### config.mk
export PLATFORM = sky130hd
export DESIGN_NAME = lifo_stack_status
export DESIGN_NICKNAME = d
export VERILOG_FILES = /design/src/rtl/lifo_pkg.sv /design/src/rtl/lifo_status_flags.sv /design/src/rtl/lifo_stack_status.sv
export SDC_FILE = /design/constraint.sdc
export NUM_CORES = 1
export LEC_CHECK = 0
export ABC_AREA = 1
export CORE_AREA = 3 3 155 157
export DETAILED_ROUTE_END_ITERATION = 10
export DIE_AREA = 0 0 158 160
export PLACE_DENSITY_LB_ADDON = 0.1
export SKIP_LAST_GASP = 1
export SLEW_MARGIN = 40
export SYNTH_ARGS = -nofsm -noshare
export SYNTH_HDL_FRONTEND = slang
export SYNTH_HIERARCHICAL = 1
export SYNTH_SLANG_ARGS = --single-unit
### constraint.sdc
create_clock -name clk -period 3.1 [get_ports clk]
set_input_delay 0.31 -clock clk [delete_from_list [all_inputs] [get_ports clk]]
set_output_delay 0.31 -clock clk [all_outputs]
set_load 0.05 [all_outputs]
### src/rtl/lifo_pkg.sv
// lifo_pkg: shared depth/count-width helpers and the push/pop operation decode for the LIFO stack
package lifo_pkg;
    typedef enum logic [1:0] {OP_IDLE, OP_PUSH, OP_POP, OP_SWAP} op_e;
    function automatic int depth_of(input int pointer_width);
        return 1 << pointer_width;
    endfunction
    function automatic int cnt_width(input int pointer_width);
        return pointer_width + 1;
    endfunction
endpackage

### src/rtl/lifo_status_flags.sv
// lifo_status_flags: occupancy, threshold and sticky error status; error counters built only with LIFO_ERR_CNT_EN
module lifo_status_flags
    import lifo_pkg::*;
#(
    parameter int POINTER_WIDTH = 4,
    parameter int CNT_WIDTH = 8
) (
    input  logic                   clk,
    input  logic                   rst,
    input  logic [POINTER_WIDTH:0] pointer,
    input  op_e                    op,
    input  logic [POINTER_WIDTH:0] low_th_level,
    input  logic [POINTER_WIDTH:0] high_th_level,
    input  logic                   clr_err,
    output logic                   lifo_empty,
    output logic                   lifo_full,
    output logic                   lifo_low_th,
    output logic                   lifo_high_th,
    output logic                   lifo_ov,
    output logic                   lifo_ud,
    output logic [CNT_WIDTH-1:0]   ov_cnt,
    output logic [CNT_WIDTH-1:0]   ud_cnt
);
    localparam int CW = cnt_width(POINTER_WIDTH);
    localparam logic [CW-1:0] FULL_LVL = CW'(depth_of(POINTER_WIDTH));
    logic ov_ev, ud_ev;
    always_comb begin
        lifo_empty   = pointer == '0;
        lifo_full    = pointer == FULL_LVL;
        lifo_low_th  = pointer <= low_th_level;
        lifo_high_th = pointer >= high_th_level;
        ov_ev        = op == OP_PUSH && lifo_full;
        ud_ev        = (op == OP_POP || op == OP_SWAP) && lifo_empty;
    end
    // a new error in the clr_err cycle wins over the clear
    always_ff @(posedge clk) begin
        if (rst) begin
            lifo_ov <= 1'b0;
            lifo_ud <= 1'b0;
        end else begin
            lifo_ov <= ov_ev || (lifo_ov && !clr_err);
            lifo_ud <= ud_ev || (lifo_ud && !clr_err);
        end
    end
`ifdef LIFO_ERR_CNT_EN
    always_ff @(posedge clk) begin
        if (rst) begin
            ov_cnt <= '0;
            ud_cnt <= '0;
        end else begin
            ov_cnt <= clr_err ? CNT_WIDTH'(ov_ev) : ov_cnt + CNT_WIDTH'(ov_ev && ov_cnt != '1);
            ud_cnt <= clr_err ? CNT_WIDTH'(ud_ev) : ud_cnt + CNT_WIDTH'(ud_ev && ud_cnt != '1);
        end
    end
`else
    assign ov_cnt = '0;
    assign ud_cnt = '0;
`endif
endmodule

### src/rtl/lifo_stack_status.sv
// lifo_stack_status: LIFO stack with integrated status flags; LIFO_ERR_CNT_EN enables saturating error counters
module lifo_stack_status
    import lifo_pkg::*;
#(
    parameter int DATA_WIDTH = 16,
    parameter int POINTER_WIDTH = 4,
    parameter int CNT_WIDTH = 8
) (
    input  logic                   clk,
    input  logic                   rst,
    input  logic                   wr,
    input  logic                   rd,
    input  logic [DATA_WIDTH-1:0]  wr_data,
    input  logic [POINTER_WIDTH:0] low_th_level,
    input  logic [POINTER_WIDTH:0] high_th_level,
    input  logic                   clr_err,
    output logic [DATA_WIDTH-1:0]  rd_data,
    output logic                   rd_valid,
    output logic [POINTER_WIDTH:0] pointer,
    output logic                   lifo_empty,
    output logic                   lifo_full,
    output logic                   lifo_low_th,
    output logic                   lifo_high_th,
    output logic                   lifo_ov,
    output logic                   lifo_ud,
    output logic [CNT_WIDTH-1:0]   ov_cnt,
    output logic [CNT_WIDTH-1:0]   ud_cnt
);
    localparam int DEPTH = depth_of(POINTER_WIDTH);
    localparam int CW = cnt_width(POINTER_WIDTH);
    logic [DATA_WIDTH-1:0] mem [DEPTH];
    op_e op;
    logic inc, dec, pop_ok, do_wr;
    logic [POINTER_WIDTH-1:0] top_idx, wr_idx;
    // a swap on a non-empty stack overwrites the top entry in place
    always_comb begin
        op      = wr && rd ? OP_SWAP : wr ? OP_PUSH : rd ? OP_POP : OP_IDLE;
        inc     = (op == OP_PUSH && !lifo_full) || (op == OP_SWAP && lifo_empty);
        dec     = op == OP_POP && !lifo_empty;
        pop_ok  = (op == OP_POP || op == OP_SWAP) && !lifo_empty;
        do_wr   = (op == OP_PUSH && !lifo_full) || op == OP_SWAP;
        top_idx = pointer[POINTER_WIDTH-1:0] - 1'b1;
        wr_idx  = op == OP_SWAP && !lifo_empty ? top_idx : pointer[POINTER_WIDTH-1:0];
    end
    always_ff @(posedge clk) begin
        if (!rst && do_wr) mem[wr_idx] <= wr_data;
    end
    always_ff @(posedge clk) begin
        if (rst) begin
            pointer  <= '0;
            rd_data  <= '0;
            rd_valid <= 1'b0;
        end else begin
            pointer  <= pointer + CW'(inc) - CW'(dec);
            rd_valid <= pop_ok;
            if (pop_ok) rd_data <= mem[top_idx];
        end
    end
    lifo_status_flags #(
        .POINTER_WIDTH(POINTER_WIDTH),
        .CNT_WIDTH(CNT_WIDTH)
    ) u_flags (
        .clk(clk),
        .rst(rst),
        .pointer(pointer),
        .op(op),
        .low_th_level(low_th_level),
        .high_th_level(high_th_level),
        .clr_err(clr_err),
        .lifo_empty(lifo_empty),
        .lifo_full(lifo_full),
        .lifo_low_th(lifo_low_th),
        .lifo_high_th(lifo_high_th),
        .lifo_ov(lifo_ov),
        .lifo_ud(lifo_ud),
        .ov_cnt(ov_cnt),
        .ud_cnt(ud_cnt)
    );
endmodule

* Word-level counts from Yosys, hierarchy flattened
Memory sizes are Yosys's and may differ from the RTL's. A register that Yosys moved wholly into a read port is not among the register bits.
Cells that the tools add are included.
** Word-level totals
- Memories kept :: 1
- Register bits after elaboration :: 8
- Bits of input ports :: 31
- Bits in writable memories :: 256
- Output and inout bits :: 44
** Memories
- mem :: words 16, bits a word 16, rd ports 1, clocked after memory_dff 1, wr ports 1, RTL line lifo_stack_status.sv:31 : logic [DATA_WIDTH-1:0] mem [DEPTH];
** Cells by class
- Muxes and demuxes :: 6
- Order comparisons :: 2
- Reduce and logical (&&, ||, !) cells :: 21
- Equal/unequal tests :: 4
- $add $sub $neg :: 3
** Operator list (number)
- 1-bit logical AND :: 11
- 2-bit 2-to-1 mux :: 3
- 5-bit by 1-bit adder with 5-bit output :: 1
- 5-bit equality test (second input constant) :: 1
- 5-bit greater-or-equal comparator :: 1
- 5-bit <= comparator :: 1
- 5-bit logical NOT :: 1
- 1-bit logical OR :: 5
- 5-bit by 1-bit subtractor with 5-bit output :: 1
- 2-bit equality test (second input constant) :: 2
- 1-bit logical NOT :: 4
- 4-bit 2-to-1 mux :: 1
- 4-bit by 1-bit subtractor with 4-bit output (second input constant) :: 1
- 2-bit by 1-bit equality test with 1-bit output (second input constant) :: 1
- 1-bit 2-to-1 mux :: 2

* Longest topological paths before layout
- Depth in word-level cells :: 9
- Depth in mapped cells :: 16

* Cells and area by module
The synthesis kept the hierarchy.
** Modules (own cells, without submodules)
- lifo_stack_status :: times used 1, cells each 1172, area an instance 11964.0 um2
- lifo_status_flags :: times used 1, cells each 73, area an instance 480.5 um2

* Worst setup path after synthesis
No wires, ideal clock.
- Path kind :: reg-to-reg
- Start :: reg pointer[3]
- End :: reg pointer[4]
- Cell stages (with the launch flop) :: 17
- Buffers on the path :: 1
- Data arrival time :: 3514 ps
- Required time :: 3020 ps
- Setup slack :: -494 ps
- Cell sequence :: dfxtp_1 -> nor2_2 -> nand2_1 -> nor2_1 -> nor2_4 -> buf_1 -> inv_1 -> nand2_1 -> ha_1 -> inv_1 -> ha_1 -> inv_1 -> fa_1 -> o21ai_0 -> a21oi_1 -> nand2_1 -> nor3b_1
** RTL lines
- start, declared :: RTL line lifo_stack_status.sv:19 : output logic [POINTER_WIDTH:0] pointer,
- start signal, assigned :: RTL line lifo_stack_status.sv:54 : pointer <= pointer + CW'(inc) - CW'(dec);
- 5-bit logical NOT (*) :: RTL line lifo_status_flags.sv:28 : lifo_empty = pointer == '0;
- via lifo_empty :: RTL line lifo_stack_status.sv:20 : output logic lifo_empty,
- 1-bit logical AND :: RTL line lifo_stack_status.sv:38 : inc = (op == OP_PUSH && !lifo_full) || (op == OP_SWAP && lifo_empty);
- 1-bit logical OR :: RTL line lifo_stack_status.sv:38
- 5-bit by 1-bit adder with 5-bit output :: RTL line lifo_stack_status.sv:54
- 5-bit by 1-bit subtractor with 5-bit output (*) :: RTL line lifo_stack_status.sv:54
Mark *: on every way through the listed nets, which the timed path passes. The rest lies on a longest branch.
A chain may end at the register's enable or synchronous reset.

* Worst setup path in the final report
- Start :: reg pointer[4]
- End :: out lifo_low_th
** Between the ends
- Cells in the longest elaborated chain, start to end :: 1
** Ends and longest elaborated chain
- 5-bit <= comparator :: RTL line lifo_status_flags.sv:30 : lifo_low_th = pointer <= low_th_level;
- end, declared :: RTL line lifo_stack_status.sv:22 : output logic lifo_low_th,
Every way passes these cells.

==> flow_summary.json <==
{
  "die_x_um": 158,
  "critPathCaptureType": "output port",
  "gr-total-overflow": 0,
  "ant_nets": 0,
  "yosysSeqAreaShare": 0.656,
  "cap_viol_max_count": 0,
  "crit_family": "buffers and inverters",
  "synth_ff_type": "edfxtp_1",
  "htree_levels": 1,
  "via_count": 8483,
  "cts_tree": "built",
  "synth.mux.area_fraction": 0,
  "setup_tns_ps": 0,
  "synth-xor-area-share": 0.00845,
  "period_minus_slack_ps": 2840,
  "multi_input_area_mm2": 0.00336,
  "seq_area_mm2": 0.00817,
  "worst_pin_slew_ps": 767,
  "fillCellCount": 1805,
  "synth_area_leaders": "edfxtp_1, nand2_1, nand3_1, inv_1, dfxtp_1",
  "drive_gt1_frac": 0.0879,
  "cp_num_buf_inv": 2,
  "fin_ws_ps": 256,
  "cts_root_buf": "clkbuf_16",
  "setup_viol": 0,
  "grt_usage": 0.236,
  "grt_pass1_vias": 7980,
  "use_met1": 0.349,
  "crit_top_cell": "nand2_1",
  "die_y_um": 160,
  "yosys.area_share.adder": 0.0197,
  "synth.distinct_cells": 30,
  "crit_path_cell_trace": "ha_1 -> nand2_1 -> inv_1 -> nand2_1 -> nand2_1 -> o21ai_1 -> clkdlybuf4s50_1",
  "holdCritPathClass": "input pin to flip-flop",
  "viasPerCell": 5.21,
  "relSlewSlack": 0.488,
  "final_cell_area_mm2": 0.0145,
  "route.detailed.wl_per_inst_um": 18.2,
  "cp_slowest_stage_delay_ps": 810,
  "ys_warn_count": 6,
  "setup.worst_path.class": "flip-flop to output port",
  "slew_viol_final": 0,
  "cp_slowest_cell": "clkdlybuf4s50_1",
  "postSynthAreaPerCell_um2": 10.0,
  "synthSimpleGateAreaFrac": 0.223,
  "drc": 0,
  "synth_area_mm2": 0.0124,
  "hold_buffers": 0,
  "hold_viol": 0,
  "antenna_found_initial": 0,
  "port_buffers": 58,
  "clkTransAtPathRegs_ps": 60,
  "critPathRequiredTime_ps": 2790,
  "grt_max_degree": 129,
  "async_reset_ff_frac": 0,
  "outcome": "finished clean",
  "rows": 55,
  "place_congestion": 0.810,
  "fmax_mhz": 352,
  "cts_buffer_depth": 3,
  "start_kind": "flip-flop",
  "skew_ps": 7.74,
  "drt_pass1_iterations": 7,
  "critPathArrivalTime_ps": 2530,
  "total_leakage_power_nw": 6.16,
  "met2_usage": 0.368,
  "routed_wl_um": 29600,
  "coreArea_mm2": 0.0226,
  "cp_max_fo": 7,
  "grt_first_pass_wirelength_um": 45600,
  "io_pins": 75,
  "grtUsageMet3": 0.0358,
  "cts.sinks": 280,
  "synth_cells": 1245,
  "rsz0062_at_grt": "false",
  "grt-busiest-layer": "met2",
  "synth.most_common_cell": "nand2_1",
  "yosysTopAreaCell": "edfxtp_1",
  "synth_commonest_cells": "nand2_1, edfxtp_1, nand3_1, inv_1, nor2_1",
  "ir_drop_mv": 0.547,
  "post_cts_resized": 0,
  "synth_top_cell_area_share": 0.618,
  "cts_setup_buffers": 0,
  "num_antenna_cells": 0,
  "synth_compound_gate_area_share": 0.00865,
  "synth_top_family_by_area": "simple AND/OR/NAND/NOR gates",
  "final_nets": 1371,
  "drtIter0Drc": 823,
  "area_delta_synth_final_pct": 16.4,
  "cts-buffers-inserted": 29,
  "place_area_mm2": 0.0136,
  "power_density_mw_per_mm2": 955,
  "dieArea_mm2": 0.0253,
  "clk_latency_ps": 530,
  "synth-edff-count": 256,
  "start_util": 0.550,
  "post-route-period-util": 0.917,
  "ys_ff_latch": 280,
  "preCtsSetupSlack_ps": 413,
  "post-dp-hpwl_um": 17900
}
routing by layer:
| metal | vias up | part of all wire |
|---|---|---|
| met1 | 3975 | 0.44 |
| met2 | 311 | 0.46 |
| li1 | 4142 | - |
| met3 | 55 | 0.074 |
| met4 | 0 | 0.027 |
| met5 | - | 0 |
area by class of cell:
cell class	instances	share of cell area
clock buffers	36	0.0519
clock inverters	16	0.0107
inverters	178	0.0462
multi-input cells	730	0.232
flip-flops and latches	280	0.565
well taps	285	0.0246
repair buffers	102	0.0698
cells in the final DEF (no fill, tap or decap), types with 2 or more instances in the layout:
master,n
nand2_1,422
buf_4,36
dfxtp_2,2
xor2_4,3
nor2_4,2
dfxtp_1,21
nand3_1,180
clkbuf_1,7
clkinv_1,4
nor2_2,19
clkdlybuf4s50_1,58
clkbuf_16,29
ha_1,17
o21ai_0,5
clkinvlp_4,2
edfxtp_1,256
inv_2,2
a21oi_1,10
xor2_1,2
buf_12,8
bufinv_16,3
o21ai_1,2
nand4_1,3
nor2_1,40
inv_1,175
conb_1,16
clkinv_2,8
path summary, 6_finish.rpt:
kind,start,to,slack (ps),cells after the start
max,pointer[4]$_SDFF_PP0_,lifo_low_th,260,7
min,clr_err,u_flags/lifo_ov$_SDFF_PP0_,430,4
max reg2reg,pointer[0]$_SDFF_PP0_,mem[3][4]$_DFFE_PP_,510,8
min reg2reg,u_flags/lifo_ov$_SDFF_PP0_,u_flags/lifo_ov$_SDFF_PP0_,460,2
where the power goes:
group | internal, W | switching [W] | total [W] | leakage (nW)
registers | 0.00444 | 0.000147 | 0.00458 | 2.51
logic | 0.00181 | 0.00411 | 0.00592 | 3.21
clock network | 0.00196 | 0.00136 | 0.00332 | 0.442
per-stage QoR:
step	util	power [W]	hold slack (ps)	instances
2_1_floorplan	-	0.00857	379	1260
3_3_place_gp	0.600	0.0105	454	1575
3_5_place_dp	0.600	0.0105	456	1575
4_1_cts	0.640	0.0139	417	1627
5_1_grt	0.640	0.0147	448	1627
6_report	0.640	0.0138	428	1627
cell families after synthesis:
group	count (synthesis)
and+or+nand+nor	669
xor gates and xnor gates	6
adders and majority gates	19
buffers and inverters	250
other	1
DFF	280
AOI/OAI and AO/OA	20
tightest hold or removal path, stage by stage:
cell,delay [ps]
clkdlybuf4s50_1,450
inv_1,50
nand2_1,50
a21oi_1,50
registers in the layout (all words and copies together) (netlist names):
name and cells:
mem 256, pointer 5, rd_data 16, rd_valid 1
u_flags/lifo_ov 1, u_flags/lifo_ud 1
Note: power is estimated with default switching activity, not from simulation.
